==> src/rtl/game_ctrl_if.sv <==
// Game controller bus: player/board stimulus in, sequencer state and display values out.
// master = stimulus side (bench or upstream glue), slave = game_ctrl.
interface game_ctrl_if;
  logic        start_btn;
  logic        score_trigger;
  logic [1:0]  global_state;
  logic        board_enable;
  logic [27:0] mole_time;
  logic [7:0]  score;
  logic [6:0]  time_left;
  logic [1:0]  countdown;
  logic        game_over;
  logic [7:0]  high_score;

  modport master (
    output start_btn,
    output score_trigger,
    input  global_state,
    input  board_enable,
    input  mole_time,
    input  score,
    input  time_left,
    input  countdown,
    input  game_over,
    input  high_score
  );

  modport slave (
    input  start_btn,
    input  score_trigger,
    output global_state,
    output board_enable,
    output mole_time,
    output score,
    output time_left,
    output countdown,
    output game_over,
    output high_score
  );
endinterface

==> src/rtl/game_ctrl.sv <==
// Top-level game sequencer: IDLE -> READY (countdown) -> START (round) -> OVER.
// Runs the second tick, round/countdown timers, BCD score and mole_time difficulty level.
// Optional feature macro: HIGH_SCORE_EN keeps a BCD best-score register (cleared only by rst);
// without it high_score is tied to 8'h00.
module game_ctrl #(
  parameter int unsigned SEC_TICKS         = 10_000_000,
  parameter int unsigned COUNTDOWN_SECONDS = 3,
  parameter int unsigned GAME_SECONDS      = 60,
  parameter int unsigned LEVEL_HITS        = 10,
  parameter int unsigned MAX_LEVEL         = 3,
  parameter int unsigned BASE_MOLE_TIME    = 20_000_000,
  parameter int unsigned LEVEL_STEP        = 4_000_000
) (
  input  logic         clk,
  input  logic         rst,
  game_ctrl_if.slave   gi
);

  localparam int unsigned CntW = (SEC_TICKS > 1) ? $clog2(SEC_TICKS) : 1;
  localparam int unsigned HitW = (LEVEL_HITS > 1) ? $clog2(LEVEL_HITS) : 1;
  localparam int unsigned LvlW = (MAX_LEVEL > 0) ? $clog2(MAX_LEVEL + 1) : 1;

  localparam logic [CntW-1:0] TickLast  = CntW'(SEC_TICKS - 1);
  localparam logic [HitW-1:0] HitLast   = HitW'(LEVEL_HITS - 1);
  localparam logic [LvlW-1:0] LvlMax    = LvlW'(MAX_LEVEL);
  localparam logic [27:0]     BaseTime  = 28'(BASE_MOLE_TIME);
  localparam logic [27:0]     StepTime  = 28'(LEVEL_STEP);
  localparam logic [1:0]      CdLoad    = 2'(COUNTDOWN_SECONDS);
  localparam logic [6:0]      GameLoad  = 7'(GAME_SECONDS);

  // Encoding matches the global_state output values.
  typedef enum logic [1:0] {
    StIdle  = 2'd0,
    StReady = 2'd1,
    StStart = 2'd2,
    StOver  = 2'd3
  } state_e;

  state_e          state_q;
  logic [CntW-1:0] tick_cnt_q;
  logic [HitW-1:0] hits_q;
  logic [LvlW-1:0] level_q;

  logic       tick;
  logic       running;
  logic       final_tick;
  logic [7:0] score_inc;
  logic [7:0] hit_score;

  // Tick decode, saturating BCD increment and the score as it will be after this cycle's hit.
  always_comb begin
    running    = (state_q == StReady) || (state_q == StStart);
    tick       = running && (tick_cnt_q == TickLast);
    final_tick = (state_q == StStart) && tick && (gi.time_left == 7'd1);
    score_inc  = gi.score;
    if (gi.score != 8'h99) begin
      if (gi.score[3:0] == 4'd9) begin
        score_inc = {gi.score[7:4] + 4'd1, 4'd0};
      end else begin
        score_inc = {gi.score[7:4], gi.score[3:0] + 4'd1};
      end
    end
    hit_score = gi.score_trigger ? score_inc : gi.score;
  end

  // Sequencer FSM with all registered outputs.
  always_ff @(posedge clk or posedge rst) begin
    if (rst) begin
      state_q         <= StIdle;
      tick_cnt_q      <= '0;
      hits_q          <= '0;
      level_q         <= '0;
      gi.global_state <= 2'd0;
      gi.board_enable <= 1'b0;
      gi.mole_time    <= BaseTime;
      gi.score        <= 8'h00;
      gi.time_left    <= 7'd0;
      gi.countdown    <= 2'd0;
      gi.game_over    <= 1'b0;
    end else begin
      gi.game_over <= 1'b0;
      // Follows level one cycle later.
      gi.mole_time <= BaseTime - (28'(level_q) * StepTime);
      // The counter also returns to 0 on every transition, since transitions only leave
      // READY/START on a tick and enter READY from IDLE/OVER where it is held at 0.
      tick_cnt_q   <= (tick || !running) ? '0 : tick_cnt_q + 1'b1;

      unique case (state_q)
        StIdle, StOver: begin
          if (gi.start_btn) begin
            state_q         <= StReady;
            gi.global_state <= 2'd1;
            gi.score        <= 8'h00;
            hits_q          <= '0;
            level_q         <= '0;
            gi.countdown    <= CdLoad;
            tick_cnt_q      <= '0;
          end
        end
        StReady: begin
          if (tick) begin
            if (gi.countdown == 2'd1) begin
              state_q         <= StStart;
              gi.global_state <= 2'd2;
              gi.board_enable <= 1'b1;
              gi.time_left    <= GameLoad;
              gi.countdown    <= 2'd0;
            end else begin
              gi.countdown <= gi.countdown - 2'd1;
            end
          end
        end
        StStart: begin
          if (gi.score_trigger) begin
            gi.score <= score_inc;
            if (hits_q == HitLast) begin
              hits_q <= '0;
              if (level_q != LvlMax) level_q <= level_q + 1'b1;
            end else begin
              hits_q <= hits_q + 1'b1;
            end
          end
          if (final_tick) begin
            state_q         <= StOver;
            gi.global_state <= 2'd3;
            gi.board_enable <= 1'b0;
            gi.time_left    <= 7'd0;
            gi.game_over    <= 1'b1;
          end else if (tick) begin
            gi.time_left <= gi.time_left - 7'd1;
          end
        end
        default: state_q <= StIdle;
      endcase
    end
  end

`ifdef HIGH_SCORE_EN
  // Best score, captured on the same edge that raises game_over; includes a coincident hit.
  always_ff @(posedge clk or posedge rst) begin
    if (rst) begin
      gi.high_score <= 8'h00;
    end else if (final_tick && (hit_score > gi.high_score)) begin
      gi.high_score <= hit_score;
    end
  end
`else
  assign gi.high_score = 8'h00;
  logic unused_hit_score;
  assign unused_hit_score = ^hit_score;
`endif

endmodule

==> src/flat_wrapper.sv <==
// flat-port wrapper written by rule: the top's interface ports become plain ports
module game_ctrl_flat 
#(
  parameter int unsigned SEC_TICKS         = 10_000_000,
  parameter int unsigned COUNTDOWN_SECONDS = 3,
  parameter int unsigned GAME_SECONDS      = 60,
  parameter int unsigned LEVEL_HITS        = 10,
  parameter int unsigned MAX_LEVEL         = 3,
  parameter int unsigned BASE_MOLE_TIME    = 20_000_000,
  parameter int unsigned LEVEL_STEP        = 4_000_000
)
  (clk, rst, gi_start_btn, gi_score_trigger, gi_global_state, gi_board_enable, gi_mole_time, gi_score, gi_time_left, gi_countdown, gi_game_over, gi_high_score);
  game_ctrl_if gi_i ();
  input  logic clk;
  input  logic rst;
  input wire logic [$bits(gi_i.start_btn)-1:0] gi_start_btn;
  input wire logic [$bits(gi_i.score_trigger)-1:0] gi_score_trigger;
  output wire logic [$bits(gi_i.global_state)-1:0] gi_global_state;
  output wire logic [$bits(gi_i.board_enable)-1:0] gi_board_enable;
  output wire logic [$bits(gi_i.mole_time)-1:0] gi_mole_time;
  output wire logic [$bits(gi_i.score)-1:0] gi_score;
  output wire logic [$bits(gi_i.time_left)-1:0] gi_time_left;
  output wire logic [$bits(gi_i.countdown)-1:0] gi_countdown;
  output wire logic [$bits(gi_i.game_over)-1:0] gi_game_over;
  output wire logic [$bits(gi_i.high_score)-1:0] gi_high_score;
  assign gi_i.start_btn = gi_start_btn;
  assign gi_i.score_trigger = gi_score_trigger;
  assign gi_global_state = gi_i.global_state;
  assign gi_board_enable = gi_i.board_enable;
  assign gi_mole_time = gi_i.mole_time;
  assign gi_score = gi_i.score;
  assign gi_time_left = gi_i.time_left;
  assign gi_countdown = gi_i.countdown;
  assign gi_game_over = gi_i.game_over;
  assign gi_high_score = gi_i.high_score;
  game_ctrl #(.SEC_TICKS(SEC_TICKS), .COUNTDOWN_SECONDS(COUNTDOWN_SECONDS), .GAME_SECONDS(GAME_SECONDS), .LEVEL_HITS(LEVEL_HITS), .MAX_LEVEL(MAX_LEVEL), .BASE_MOLE_TIME(BASE_MOLE_TIME), .LEVEL_STEP(LEVEL_STEP)) u_core (.clk(clk), .rst(rst), .gi(gi_i));
endmodule
==> config.mk <==
export PLATFORM = sky130hd
export DESIGN_NAME = game_ctrl_flat
export DESIGN_NICKNAME = d
export VERILOG_FILES = /design/src/rtl/game_ctrl_if.sv /design/src/rtl/game_ctrl.sv /design/src/flat_wrapper.sv
export SDC_FILE = /design/constraint.sdc
export NUM_CORES = 1
export LEC_CHECK = 0
export BUFFER_PORTS_ARGS = -buffer_cell sky130_fd_sc_hd__buf_2
export CAP_MARGIN = 20
export CORE_ASPECT_RATIO = 1.2
export CORE_MARGIN = 2
export CORE_UTILIZATION = 60
export CTS_CLUSTER_SIZE = 30
export DETAILED_ROUTE_END_ITERATION = 16
export GPL_TIMING_DRIVEN = 0
export PLACE_DENSITY = 0.85
export SLEW_MARGIN = 30
export SYNTH_ARGS = -nofsm -noshare
export SYNTH_HDL_FRONTEND = slang
export SYNTH_SLANG_ARGS = --single-unit
==> constraint.sdc <==
create_clock -name clk -period 3.6 [get_ports clk]
set_clock_uncertainty 0.05 [all_clocks]
set_input_delay 0.36 -clock clk [delete_from_list [all_inputs] [get_ports clk]]
set_output_delay 0.36 -clock clk [all_outputs]
set_load 0.01 [all_outputs]
Yosys cells after proc, flatten, opt, wreduce, memory -nomap -nowiden
Cells that the tools add are included.

Logic and storage cells: 96. Input port bits: 4. Register bits: 79.

Equal/unequal tests: 20. Add/sub/neg operators: 8. Multiplexer cells: 37. Reductions and logical operators: 19. $mul: 1.

Operators by type and width (count): 24-bit 2-to-1 mux (3); 8-bit 2-to-1 mux (4); 7-bit 2-to-1 mux (4); 25-bit by 24-bit subtractor with 26-bit output, first input constant (1); 24-bit by 1-bit adder with 24-bit output, second input constant (1); 24-bit == test, second input constant (1); 2-bit 2-to-1 mux (11); 2-bit by 14-bit multiplier with 16-bit output, second input constant (1); 2-bit inequality test, second input constant (8); 8-bit one-hot mux with 2 select lines (1); 4-bit AND reduction (4); 7-bit one-hot mux with 2 select lines (1); 4-bit by 1-bit adder with 4-bit output, second input constant (3); 4-bit 2-to-1 mux (3); 5-bit AND reduction (2); 4-bit == test, second input constant (2); 8-bit inequality test, second input constant (1); 2-bit one-hot mux with 2 select lines (2); 4-bit one-hot mux with 2 select lines (1); 7-bit by 1-bit == test with 1-bit output, second input constant (1); 7-bit by 1-bit subtractor with 7-bit output, second input constant (1); 2-bit one-hot mux with 3 select lines (1); 3-bit AND reduction (2); 2-bit nonzero test (3); other kinds (13) (23).

Longest topological paths before layout
Word-level depth: 7. Mapped depth: 10. Gate-level depth less buffers: 7.

Worst setup path after synthesis
No wires, ideal clock.

Path type: flip-flop to flip-flop. Start point: register u_core.gi.global_state[0] (netlist name). End point: register u_core.gi.score[6]. Path buffers: 1. Data arrival time: 2.010 ns. Setup time: 0.121 ns. Stages on the path, launching flop included: 9. Period minus slack after synthesis: 2.181 ns. Path slack: 1.419 ns. Cells stage by stage: dfrtp_1 -> inv_1 -> ha_1 -> clkbuf_1 -> or2_2 -> o211ai_1 -> o21bai_1 -> o21ai_1 -> a22o_1.

RTL lines: end signal, assigned (RTL line game_ctrl.sv:115) `gi.score <= score_inc;`; end, declared (RTL line game_ctrl_if.sv:34) `output score,`.

==> reports/qor.txt <==
outcome: finished clean
layout cells sized above 1: 23.7%
Most Frequent Cell on Critical Path: o21ai_0
cell-by-cell trace of the critical path: inv_1 -> ha_1 -> clkbuf_1 -> inv_1 -> clkbuf_1 -> o21ai_0 -> nand3_1 -> buf_2 -> o21ai_0 -> o21ai_0
IO Port Bufs: 39
Buf/Inv on CP: 5
post-CTS setup buffers: 0
Synth Flop Type: dfrtp_1
post-route ant nets: 0
DRT Pass-1 Iters: 4
Max Fanout on Critical Path: 10
die area: 6230 um2
hold buffers post-CTS: 1
top-count cell post-synth: dfrtp_1
post-DR vias/cell: 5.48
row count: 29
max cap viols: 0
placed cells: 480
Yosys reg bits: 60
Num CTS Buffers: 9
crit path time final: 2.47 ns
fin nets: 453
hpwl dp: 4710 um
crit path from: u_core.gi.global_state[0]$_DFFE_PP0P_
Synth Instances: 358
CTS tree: done
CTS resizes: 0
die height: 86.0 um
initial antenna violation count: 0
Post-Route WL: 6540 um
Die Span X: 72.4 um
clock buffer depth: 2
Slew @ Worst Pin: 0.865 ns
final setup TNS: 0 ns
Slowest-stage cell, CP: dfrtp_1
commonest cells in the netlist: 55 x dfrtp_1, 35 x nor2_1, 30 x nand2_1
CP endpoint: u_core.gi.time_left[3]$_DFFE_PP0P_
Top Ports: 61
R2R cell count: 10
DRC: 0
drt initial violations: 135
H-tree level count: 3
CP Capture Type: flip-flop
Final Max Slew Viols: 0
syn avg cell area: 9.40 um2
grt total ovfl: 0
WL/cell: 13.2 um
area delta synth->final: 16.3%
Clock Latency Late Sink: 0.34 ns
total global-route track usage: 22.9%
CP peak stage delay: 0.45 ns
Synth area leader: dfrtp_1
reg2reg setup slack: 1.13 ns
CORE AREA: 5330 um2
r2r startpoint: u_core.gi.global_state[0]$_DFFE_PP0P_
non-filler cells, final: 497
VDD IR max: 0.000455 V
Sink Count: 60
GP Congestion: 0.793
Yosys warnings: 0
Worst-path clk slew: 0.07 ns
Worst path top cell family by delay: buffers and inverters
Post-synth EDFFs: 0
leakage: 1.95 nW
# diodes: 0
pin count of the biggest net entering global routing: 37
CP Depth: 10
worst rel slew slack: 41.9%
Pwr Density: 541 nW/um2
Starting Density: 63.1%
Hold Crit Class: input port to flip-flop
setup violators final: 0
final hold viol count: 0
RR Endpoint: u_core.gi.time_left[3]$_DFFE_PP0P_
RSZ-0062 raised after global routing: no
fmax: 405 MHz
Critical Path Start Type: flip-flop
sequential share of the synthesized area: 44.8%
via count of the first global-routing pass: 2561
Synth async-reset ratio: 100%
part of the cycle the worst path needs: 68.6%
Crit path arrival time: 2.65 ns
global-route wire length before repair: 11000 um
Post-Syn Area: 3360 um2
DR vias: 2723
Synth area leaders: dfrtp_1 41%, ha_1 7.1%, buf_4 6.5%
Root Driver: clkbuf_8
share of the synthesized area in the top cell type: 40.9%
Worst EP required: 3.78 ns
Synth cell types: 49
kind of critical path: flip-flop to flip-flop
report_power, final:
part / switching (mW) / internal (mW) / leakage, nW
registers: 0.0717 / 0.761 / 0.798
logic: 0.470 / 0.293 / 1.07
clock network: 0.277 / 0.245 / 0.0848
total: 0.818 / 1.30 / 1.95
flip-flops by register name, summed over array words and instances, names as in the netlist:
signal	count
u_core.gi.board_enable	1
u_core.tick_cnt_q	24
u_core.level_q	2
u_core.gi.mole_time	9
u_core.gi.countdown	2
u_core.gi.global_state	2
u_core.hits_q	4
u_core.gi.game_over	1
u_core.gi.time_left	7
u_core.gi.score	8
per-layer routing:
metal	part of all wire (%)	GRT usage, %	vias up
met3	4.9	5.05	13
met4	2.1	10.6	0
met5	0	0	-
met1	40	27.7	1312
met2	52	38.7	68
li1	-	-	1330
worst min path at each step:
stage	cells past startpoint	endpoint	slack [ns]	startpoint
6_report	4	u_core.gi.global_state[0]$_DFFE_PP0P_	0.43	gi_start_btn
4_1_cts	4	u_core.gi.global_state[0]$_DFFE_PP0P_	0.41	gi_start_btn
3_5_place_dp	2	u_core.hits_q[0]$_DFFE_PP0P_	0.31	rst
3_3_place_gp	1	u_core.tick_cnt_q[0]$_DFF_PP0_	0.43	u_core.tick_cnt_q[0]$_DFF_PP0_
5_1_grt	4	u_core.gi.global_state[0]$_DFFE_PP0P_	0.46	gi_start_btn
2_1_floorplan	1	u_core.tick_cnt_q[0]$_DFF_PP0_	0.40	u_core.tick_cnt_q[0]$_DFF_PP0_
cells by family after synthesis:
group | share of synthesized area [%]
and+or+nand+nor | 21.5
DFF | 44.8
buffers and inverters | 9.78
AOI/OAI and AO/OA | 10.8
xor gates and xnor gates | 5.99
adders and majority gates | 7.07
other | 0.111
metrics by stage:
stage | cell area, um2 | util (%) | total power [mW] | setup WS [ns] | hold slack, ns
after floorplan | 3440 | - | 1.39 | 1.42 | 0.401
after global placement | 3710 | 69.6 | 1.57 | 1.04 | 0.427
after detailed placement | 3730 | 70.0 | 1.60 | 1.15 | 0.315
after CTS | 3910 | 73.4 | 2.13 | 1.11 | 0.410
after global routing | 3910 | 73.4 | 2.26 | 0.872 | 0.457
final | 3910 | 73.4 | 2.12 | 1.13 | 0.428
worst min-delay path, stage by stage:
cell	delay (ns)
buf_2	0.10
nand2b_1	0.13
a31oi_1	0.09
o211a_1	0.10
cell usage in the layout, fill, tap and decap left out, types with 6 or more instances in the layout:
cell,instances
nand3_1,19
buf_2,41
nand2_1,30
xnor2_1,7
ha_1,19
buf_4,29
nand2b_1,7
nor2_1,35
dfrtp_1,55
clkbuf_8,9
a22o_1,7
inv_1,18
xor2_1,16
a21oi_1,7
nand4_1,8
conb_1,21
and3_1,6
nor3_1,12
clkbuf_1,8
o21ai_0,23
layout make-up:
cell class | instances | area [um2]
multi-input combinational | 260 | 1600
sequential | 60 | 1510
fill | 415 | 1420
buffer | 39 | 258
timing repair buffer | 41 | 225
clock buffer | 9 | 124
tap | 62 | 77.6
inverter | 19 | 73.8
clock inverter | 7 | 43.8
Power figures use the tool's default switching activity.
